## config.mk

```make
export PLATFORM = sky130hd
export DESIGN_NAME = hart_run_ctrl
export DESIGN_NICKNAME = d
export VERILOG_FILES = /design/src/rtl/hart_run_ctrl.sv
export SDC_FILE = /design/constraint.sdc
export NUM_CORES = 1
export LEC_CHECK = 0
export ABC_AREA = 1
export CORE_MARGIN = 4
export CORE_UTILIZATION = 30
export DETAILED_ROUTE_END_ITERATION = 7
export SKIP_CTS_REPAIR_TIMING = 1
export SLEW_MARGIN = 30
export SYNTH_ARGS = -nofsm -noshare
export SYNTH_HDL_FRONTEND = slang
export SYNTH_SLANG_ARGS = --single-unit
```

## constraint.sdc

```tcl
create_clock -name CLK100M -period 4 [get_ports CLK100M]
set_clock_uncertainty 0.15 [all_clocks]
set_input_delay 0.6 -clock CLK100M [delete_from_list [all_inputs] [get_ports CLK100M]]
set_output_delay 0.6 -clock CLK100M [all_outputs]
set_load 0.1 [all_outputs]
```

## src/rtl/hart_run_ctrl.sv

```systemverilog
// Per-hart run control: sequences hart reset, halt and resume handshakes with the core
// and reports run/halt/reset status back to the debug module.
module hart_run_ctrl #(
  parameter int unsigned RST_CYCLES   = 16,
  parameter int unsigned HALT_TIMEOUT = 1023
) (
  input  logic CLK100M,
  input  logic TRST_N,
  input  logic HALTREQ,
  input  logic RESUMEREQ,
  input  logic HARTRESET,
  input  logic NDMRESET,
  input  logic ACKHAVERESET,
  input  logic ERR_CLR,
  input  logic CPU_HALTED,
  output logic CPU_HALT_O,
  output logic CPU_RESUME_O,
  output logic CPU_RESET_O,
  output logic RUNNING,
  output logic HALTED,
  output logic RESUMEACK,
  output logic HAVERESET,
  output logic HALT_ERR
);

  typedef enum logic [2:0] {
    ST_RESET, ST_RUN, ST_HALTING, ST_HALTED, ST_RESUMING, ST_ACK
  } state_t;

  localparam logic [15:0] RST_LAST = 16'(RST_CYCLES - 1);
  localparam logic [15:0] HALT_TO  = 16'(HALT_TIMEOUT);

  state_t      state_reg, state_next;
  logic [15:0] cnt_reg, cnt_next;
  logic        reset_req, err_set;
  logic        halt_o_next, resume_o_next, reset_o_next, running_next;
  logic        halted_next, resumeack_next, havereset_next, halt_err_next;

  assign reset_req = HARTRESET | NDMRESET;

  // Outputs are registered from the next-state decode so they change together with the state.
  always_ff @(posedge CLK100M or negedge TRST_N) begin
    if (!TRST_N) begin
      state_reg    <= ST_RESET;
      cnt_reg      <= '0;
      CPU_HALT_O   <= 1'b0;
      CPU_RESUME_O <= 1'b0;
      CPU_RESET_O  <= 1'b1;
      RUNNING      <= 1'b0;
      HALTED       <= 1'b0;
      RESUMEACK    <= 1'b0;
      HAVERESET    <= 1'b1;
      HALT_ERR     <= 1'b0;
    end else begin
      state_reg    <= state_next;
      cnt_reg      <= cnt_next;
      CPU_HALT_O   <= halt_o_next;
      CPU_RESUME_O <= resume_o_next;
      CPU_RESET_O  <= reset_o_next;
      RUNNING      <= running_next;
      HALTED       <= halted_next;
      RESUMEACK    <= resumeack_next;
      HAVERESET    <= havereset_next;
      HALT_ERR     <= halt_err_next;
    end
  end

  always_comb begin
    state_next = state_reg;
    err_set    = 1'b0;
    case (state_reg)
      ST_RESET:
        if (cnt_reg >= RST_LAST) state_next = HALTREQ ? ST_HALTING : ST_RUN;
      ST_RUN:
        if (HALTREQ && !HALT_ERR) state_next = ST_HALTING;
      ST_HALTING:
        if (CPU_HALTED) begin
          state_next = ST_HALTED;
        end else if (cnt_reg >= HALT_TO) begin
          state_next = ST_RUN;
          err_set    = 1'b1;
        end
      ST_HALTED:
        if (RESUMEREQ && !HALTREQ) state_next = ST_RESUMING;
      ST_RESUMING:
        if (!CPU_HALTED) begin
          state_next = ST_ACK;
        end else if (cnt_reg >= HALT_TO) begin
          state_next = ST_HALTED;
          err_set    = 1'b1;
        end
      ST_ACK:
        if (HALTREQ) state_next = ST_HALTING;
        else if (!RESUMEREQ) state_next = ST_RUN;
      default:
        state_next = ST_RESET;
    endcase
    if (reset_req) begin
      state_next = ST_RESET;
      err_set    = 1'b0;
    end
  end

  always_comb begin
    // A held reset request keeps the count at zero so the reset pulse is measured from its release.
    if (reset_req || state_next != state_reg) cnt_next = '0;
    else if (cnt_reg != 16'hFFFF)             cnt_next = cnt_reg + 16'd1;
    else                                      cnt_next = cnt_reg;

    halt_o_next    = (state_next == ST_HALTING) || (state_next == ST_HALTED);
    resume_o_next  = (state_next == ST_RESUMING) && (state_reg != ST_RESUMING);
    reset_o_next   = (state_next == ST_RESET);
    running_next   = (state_next == ST_RUN) || (state_next == ST_ACK);
    halted_next    = (state_next == ST_HALTED);
    resumeack_next = (state_next == ST_ACK);

    if (state_next == ST_RESET) havereset_next = 1'b1;
    else if (ACKHAVERESET)      havereset_next = 1'b0;
    else                        havereset_next = HAVERESET;

    if (err_set)      halt_err_next = 1'b1;
    else if (ERR_CLR) halt_err_next = 1'b0;
    else              halt_err_next = HALT_ERR;
  end

endmodule
```

* After elaboration in Yosys (flattened, before gate mapping) *
Cells that the tools add are included.

storage, ports and cells
  word-level logic and storage cells = 63
  output and inout port bits = 8
  input port bits = 9
  register bits after elaboration = 27

cells by class
  reductions and logical operators = 13
  equality and inequality tests = 13
  magnitude comparators = 2
  muxes and demuxes = 23
  $add $sub $neg = 1
  bitwise gates (word level) = 1

operators with widths
  kind                                                                 number
  2-to-1 mux 16 bit                                                    2
  2-to-1 mux 3 bit                                                     10
  case mux 3 bit (6 select lines)                                      1
  adder 16 x 1 -> 16 bit, second input constant                        1
  greater-or-equal comparator 16 x 10 -> 1 bit, second input constant  1
  greater-or-equal comparator 16 x 4 -> 1 bit, second input constant   1
  != test 16 bit, second input constant                                1
  equality test 3 x 2 -> 1 bit, second input constant                  4
  equality test 3 bit, second input constant                           4
  2-to-1 mux 1 bit                                                     8
  equality test 3 x 1 -> 1 bit, second input constant                  2
  zero test 3 bit                                                      2
  nonzero test 2 bit                                                   3
  logical AND 1 bit                                                    3
  logical OR 1 bit                                                     3
  != test 3 bit                                                        1
  != test 3 bit, second input constant                                 1
  zero test 1 bit                                                      2
  2-to-1 mux 2 bit                                                     1
  case mux 1 bit (2 select lines)                                      1
  bitwise OR 1 bit                                                     1

* Longest topological paths before layout *
Gate-level depths: netlist (run 1).

  depth after elaboration = 8
  depth in mapped cells = 15

* Worst setup path before layout (run 1) *
OpenSTA, ideal clock, no wires.

  kind = register to register
  start point = reg HALT_ERR
  end point = reg cnt_reg[2]
  stages on the path, launching flop included = 11
  path buffers = 1
  period minus slack after synthesis = 2.239 ns
  required time = 3.722 ns
  slack = 1.761 ns
  data arrival time = 1.962 ns
  cells stage by stage = dfrtp_1 -> nor2_1 -> nand2_1 -> nand3_1 -> a21oi_2 -> nand3_2 -> nand2_2 -> nand2_1 -> nand3_4 -> buf_12 -> nor2_4

on the way
  cells in the longest elaborated chain, start to end = 8
  elaborated cells on any way between the ends = 9

ends and longest elaborated chain
  what                                                     line  source
  start: declaration                                       23    output logic HALT_ERR
  start signal: assignment                                 64    HALT_ERR <= halt_err_next;
  zero test 1 bit *                                        75    if (HALTREQ && !HALT_ERR) state_next = ST_HALTING;
  logical AND 1 bit *                                      75
  2-to-1 mux 3 bit *                                       75
  case mux 3 bit (6 select lines) *                        71    case (state_reg)
  2-to-1 mux 3 bit *                                       98    if (reset_req) begin
  != test 3 bit *                                          106   if (reset_req || state_next != state_reg) cnt_next = '0;
  logical OR 1 bit *                                       106
  2-to-1 mux 16 bit or nonzero test 2 bit (tied branches)  -
  end signal: assignment                                   56    cnt_reg <= cnt_next;
  end: declaration                                         34    logic [15:0] cnt_reg, cnt_next;

Every way passes the cells marked *; elsewhere a longest branch is shown, timed or not.
A chain may end at the register's enable or synchronous reset.

* Worst setup path in the final report (run 1) *
  start point = reg HAVERESET
  end point = out HAVERESET

RTL lines
  what                      line  source
  start: declaration        22    output logic HAVERESET,
  start signal: assignment  63    HAVERESET <= havereset_next;

No word-level cell between the ends.

==> results of run 1 <==
## kinds of logic (layout without fill, tap and decap cells)
kind of cell / Yosys count / in the layout / synth area share
xor gates and xnor gates: 8 / 8 / 0.0419
AOI/OAI and AO/OA: 15 / 15 / 0.0508
adders and majority gates: 1 / 1 / 0.00747
and+or+nand+nor: 125 / 125 / 0.413
muxes: 1 / 1 / 0.00598
buffers and inverters: 28 / 46 / 0.0755
DFF: 27 / 27 / 0.405
## metal layers
layer / vias up / track usage / wire length, µm
li1: 691 / - / -
met1: 586 / 0.147 / 1570
met2: 31 / 0.160 / 1380
met3: 4 / 0.0206 / 151
met4: 0 / 0.0474 / 55
met5: - / 0 / 0
## path summary, 6_finish.rpt
| check | to |
|---|---|
| setup / recovery | HAVERESET |
| hold / removal | HAVERESET |
| setup reg to reg | cnt_reg[11] |
| hold reg to reg | HAVERESET |
| max in group asynchronous | HAVERESET |
| min in group asynchronous | cnt_reg[7] |
## layout make-up
type	instances	area (µm²)	area share
Sequential cell	27	678	0.349
Clock buffer	4	45.0	0.0232
Multi-Input combinational cell	150	870	0.448
Tap cell	70	87.6	0.0451
Inverter	25	93.8	0.0483
Timing Repair Buffer	17	168	0.0863
## power breakdown
part	leakage, nW	total (W)	switching (W)	internal (W)
combinational	0.498	0.0000312	0.0000188	0.0000124
sequential	0.369	0.000275	0.000000885	0.000274
clock	0.0228	0.000159	0.0000872	0.0000715
## cell usage in the layout (no fill, tap or decap)
master / netlist / final
nand2_1: 31 / 31
dfrtp_1: 25 / 25
nand3_1: 24 / 24
nor2_1: 24 / 24
inv_1: 20 / 20
clkdlybuf4s50_1: 0 / 16
nor2_4: 13 / 13
nand2_2: 11 / 11
nor3_1: 9 / 9
o21ai_0: 8 / 8
nor2_2: 6 / 6
xor2_1: 6 / 6
inv_2: 4 / 4
nand4_1: 3 / 3
clkbuf_8: 0 / 3
dfstp_2: 2 / 2
nand3_2: 2 / 2
a21oi_1: 2 / 2
xnor2_1: 2 / 2
nand2_4: 1 / 1
a21oi_2: 1 / 1
clkinv_1: 1 / 1
o21ai_1: 1 / 1
o21bai_1: 1 / 1
nand3_4: 1 / 1
o22ai_1: 1 / 1
mux2i_1: 1 / 1
o211ai_1: 1 / 1
ha_1: 1 / 1
clkbuf_1: 0 / 1
buf_4: 1 / 1
## through the flow
step | utilization | hold WS, ns
global route | 0.368 | 0.358
global placement | 0.360 | 0.311
CTS | 0.368 | 0.332
detailed placement | 0.360 | 0.324
finish | 0.368 | 0.328
floorplan | - | 0.154
==> metrics.md, run 1 <==
| Metric | Value |
|---|---|
| WP data required | 3.25 ns |
| P_leak | between 0.8 and 0.9 nW |
| First-pass GRT wire length | 5660 µm |
| Die height | 82.7 µm |
| GR Overflow Total | 0 |
| Overall power | 0.000465 W |
| Fmax | about 0.37 GHz |
| Placed Cells | between 200 and 300 |
| Status | complete, no violations |
| Cell family with most CP delay | buffers and inverters |
| Critical Path AT | 1.94 ns |
| Area Growth Syn to Fin | 16.0% |
| Setup TNS | 0 ns |
| Fillers | 576 |
| Ratio of cells with drive above 1 in the final layout | 0.202 |
| FF-to-FF Start | cnt_reg[0] |
| Top cells by count, synth | nand2_1 (31), dfrtp_1 (25), nand3_1 (24), nor2_1 (24), inv_1 (20) |
| Syn_nets | 215 |
| # IOs | 17 |
| All-Layer GR Usage | 0.106 |
| Post-Syn Area | ~1700 µm² |
| CTS max path bufs | 2 |
| CORE AREA | about 5300 µm² |
| CTS tree | built |
| Ys async rst share | 1.00 |
| Antenna cells | 0 |
| DRC Markers | 0 |
| Finish-stage setup viols | 0 |
| Peak supply drop | 153 µV |
| Post-route cell area | between 1500 and 2000 µm² |
| Die W | between 80 and 90 µm |
| Critical path's slowest cell | clkdlybuf4s50_1 |
| Avg Synthesized Cell Area | 8.17 µm² |
| Gpl congestion | 0.839 |
| Die area | roughly 6800 µm² |
| Post-Layout Cell Count | 293 |
| Final hold violations | 0 |
| Area after DPL | 1900 µm² |
| DR WL/cell | 10.8 µm |
| Initial antenna violation count | 0 |
| Num CTS Buffers | 3 |
| Vias per cell | about 4.5 |
| Least-Margin Pin Slew | roughly 0.97 ns |
| Setup crit end kind | primary output |
| Crit-path max cell delay | 1.13 ns |
| Startpoint Class | flop |
| CTS H-tree depth | 1 |
| 1st-iter DRT viols | 56 |
| RSZ-0062 raised after global routing | false |
| Place WS | 1.25 ns |
| Synthesis Warnings | 0 |
| Synthesized flop and latch total | 27 |
| Relative slew margins | 0.348 |
| Yosys top cell area share | 0.374 |
| Clock sink count | 27 |
| Vias in the first global route | approximately 1300 |
| Synth cell types | 30 |
| # rows | 26 |
| Root buffer cell | clkbuf_8 |
| DRT Wirelength | roughly 3200 µm |
| Synth area leaders | dfrtp_1 (37%), nor2_4 (8.7%), nand3_1 (7.2%) |
| DR vias | roughly 1300 |
| Worst-path maximum fanout | 2 |
| Largest net degree at the start of global routing | 28 |
| Worst path cell trace | clkdlybuf4s50_1 |
| Largest area contributor in the netlist | dfrtp_1 |
| Worst-Skew Late Latency | approximately 0.28 ns |
| Hold Crit Depth | 2 |
| Max-slew violations | 0 |
| Syn Inst Count | 205 |
| Crit path kind | reg2out |
| Crit path from | HAVERESET |
| Most frequent cell after synthesis | nand2_1 |
| WP depth | 1 |
| R2r setup slk | around 1.6 ns |
| Tmin final | 2.69 ns |
| Antenna-violating nets left | 0 |
| Nets | about 230 |
| Initial core utilization | 0.318 |
| First drt pass iteration count | 4 |
| CTS clk-pin slew, worst paths | 0.09 ns |
| Sequential fraction of the synthesis area | 0.405 |
| Synth Flop Type | dfrtp_1 |
| R2r worst-path depth | 14 |
| Power Dens Cells | 239 nW/µm² |
| HPWL Detailed | around 2300 µm |
| Maxcap violations | 0 |
| Min-Delay Path Class | reg2reg |
| Final Cycle Share | 0.672 |
| EDFF count, synth | 0 |
| Min-delay src | HAVERESET |
| Max FFs per register | 16 |
| Port bufs | 16 |
| Final WS setup | 1.31 ns |
| Buf+Inv Stages, Crit Path | 1 |
No activity file was read; power rests on OpenSTA's default activity.
==> inputs of run 2 (changes only) <==
- clock period: 4 -> 2.54 ns (I/O delays scaled with it)
==> run 2 against run 1 <==
Effect of this change:
- utilization grew 0.43 points
- sequential share of layout area shrank 0.40 points
- cell area grew 1.2%
- first-iteration DRC count shrank 30%
- critical path type is now reg2reg
- clock power grew 52%
==> metrics.md, run 2 (synthesis gave the netlist of run 1 again) <==
| Metric | Value |
|---|---|
| Status | complete, no violations (unchanged) |
| Final hold violations | 0 (unchanged) |
| Max-slew violations | 0 (unchanged) |
| Place WS | 0.0798 ns (was 1.25 ns) |
| Die area | 6840 µm² (unchanged) |
| Critical Path AT | 2.32 ns (was 1.94 ns) |
| Startpoint Class | flop (unchanged) |
| First drt pass iteration count | 5 (was 4) |
| Root buffer cell | clkbuf_8 (unchanged) |
| Relative slew margins | 0.687 (was 0.348) |
| Final Cycle Share | 0.910 |
| First-pass GRT wire length | 5840 µm (was 5660 µm) |
| Internal power | 0.000567 W (was 0.000358 W) |
| GR Overflow Total | 0 (unchanged) |
| Worst setup path endpoint | cnt_reg[7] (was HAVERESET) |
| Area Growth Syn to Fin | 17.3% (was 16.0%) |
| CTS clk-pin slew, worst paths | 0.09 ns (about the same) |
| Most frequent cells in the layout | nand2_1 (31), dfrtp_1 (25), nand3_1 (24), nor2_1 (24), inv_1 (20) (unchanged) |
| R2r worst-path depth | 9 (was 14) |
| FF-to-FF Start | cnt_reg[0] (unchanged) |
| Gate power share | 0.075 (was 0.067) |
| Initial core utilization | 0.318 (unchanged) |
| Antenna-violating nets left | 0 (unchanged) |
| CP dominant cell by count | nor2_4 |
| P_sw | 0.000161 W (was 0.000107 W) |
| Ratio of cells with drive above 1 in the final layout | 0.251 (was 0.202) |
| Die W | 82.7 µm (unchanged) |
| Crit-path max cell delay | 0.39 ns (was 1.13 ns) |
| DR vias | 1325 (was 1312) |
| Most common cell after layout, fill and taps aside | nand2_1 (unchanged) |
| Sequential share of power | 0.594 (was 0.591) |
| All-Layer GR Usage | 0.112 (was 0.106) |
| Setup TNS | 0 ns (unchanged) |
| Largest net degree at the start of global routing | 28 (unchanged) |
| Antenna cells | 0 (unchanged) |
| Least-Margin Pin Slew | 0.468 ns (was 0.974 ns) |
| Fmax | approximately 0.43 GHz |
| Nets | 238 (was 234) |
| Die height | 82.7 µm (unchanged) |
| Crit path kind | reg2reg (was reg2out) |
| Setup crit end kind | flop (was primary output) |
| Maxcap violations | 0 (unchanged) |
| HPWL Detailed | 2430 µm (was 2270 µm) |
| # rows | 26 (unchanged) |
| Vias in the first global route | 1278 (was 1301) |
| Min-Delay Path Class | in2async (was reg2reg) |
| CORE AREA | 5270 µm² (unchanged) |
| Critical path's slowest cell | dfrtp_1 (was clkdlybuf4s50_1) |
| Tmin final | approximately 2.3 ns |
| Num CTS Buffers | 3 (unchanged) |
| Fillers | 547 (was 576) |
| 1st-iter DRT viols | 39 (was 56) |
| CTS max path bufs | 2 (unchanged) |
| Final WS setup | 0.230 ns (was 1.31 ns) |
| CTS H-tree depth | 1 (unchanged) |
| Worst reg2reg path endpoint | cnt_reg[7] (was cnt_reg[11]) |
| CTS tree | built (unchanged) |
| Initial antenna violation count | 0 (unchanged) |
| DR WL/cell | 11.1 µm (was 10.8 µm) |
| Net Sw Frac | 0.221 (was 0.230) |
| DRT Wirelength | 3290 µm (was 3160 µm) |
| P_leak | 0.926 nW (was 0.891 nW) |
| WP data required | 2.55 ns (was 3.25 ns) |
| Worst-path maximum fanout | 12 (was 2) |
| Finish-stage setup viols | 0 (unchanged) |
| Clock sink count | 27 (unchanged) |
| Worst-Skew Late Latency | 0.27 ns (was 0.28 ns) |
| Worst path cell trace | ha_1, nand3_2, nor2_4, nand2_4, nor2_1, nand2_1, nand4_1, xor2_1, nor2_4 (was clkdlybuf4s50_1) |
| Vias per cell | 4.46 (was 4.48) |
| Gpl congestion | 0.893 (was 0.839) |
| RSZ-0062 raised after global routing | false (unchanged) |
| # IOs | 17 (unchanged) |
| DRC Markers | 0 (unchanged) |
| Peak supply drop | 281 µV (was 153 µV) |
| Port bufs | 16 (unchanged) |
| Max FFs per register | 16 (unchanged) |
| Power Dens Cells | 371 nW/µm² (was 239 nW/µm²) |
| Crit path from | cnt_reg[0] (was HAVERESET) |
| R2r setup slk | 0.23 ns (was 1.60 ns) |
| Clock share of power | 0.331 (was 0.342) |
[run 2: per-layer routing]
metal / GRT usage / vias to the layer above / share of wire
met3: 0.0152 / 5 / 0.034
li1: - / 697 / -
met5: 0 / - / 0
met1: 0.145 / 602 / 0.48
met2: 0.180 / 21 / 0.46
met4: 0.0556 / 0 / 0.021
[run 2: cell type report]
cell class	count	area (µm²)	share of cell area
clock buffers	4	45.0	0.0229
inverters	25	93.8	0.0478
multi-input cells	150	870	0.443
flip-flops and latches	27	678	0.345
well taps	70	87.6	0.0446
repair buffers	21	190	0.0968
[run 2: how the worst min path moves through the flow]
stage | endpoint | slack, ns
final | cnt_reg[0] | 0.32
after global routing | HAVERESET | 0.34
after CTS | HALTED | 0.33
after detailed placement | HAVERESET | 0.33
after global placement | HAVERESET | 0.31
after floorplan | CPU_HALT_O | -0.06
[run 2: power by group through the flow]
stage / clock [W] / sequential [W] / combinational (W)
6_report: 0.000241 / 0.000432 / 0.0000544
5_1_grt: 0.000274 / 0.000433 / 0.0000609
4_1_cts: 0.000260 / 0.000433 / 0.0000521
3_5_place_dp: 0 / 0.000441 / 0.0000521
3_3_place_gp: 0 / 0.000441 / 0.0000516
2_1_floorplan: 0 / 0.000441 / 0.0000266
[run 2: through the flow]
| step | cell area [µm²] | hold WS (ns) | utilization | std cells | power [W] |
|---|---|---|---|---|---|
| after floorplan | 1670 | -0.0646 | - | 205 | 0.000467 |
| after global placement | 1900 | 0.309 | 0.360 | 292 | 0.000492 |
| after detailed placement | 1900 | 0.327 | 0.360 | 292 | 0.000493 |
| after CTS | 1940 | 0.328 | 0.369 | 296 | 0.000744 |
| after global routing | 1960 | 0.340 | 0.373 | 297 | 0.000768 |
| final | 1960 | 0.323 | 0.373 | 297 | 0.000728 |
[run 2: critical path: cells and delay by family (launching register included)]
kind | cells | cell delay (ns)
and+or+nand+nor | 7 | 1.17
xor gates and xnor gates | 1 | 0.24
adders and majority gates | 1 | 0.25
DFF | 1 | 0.39
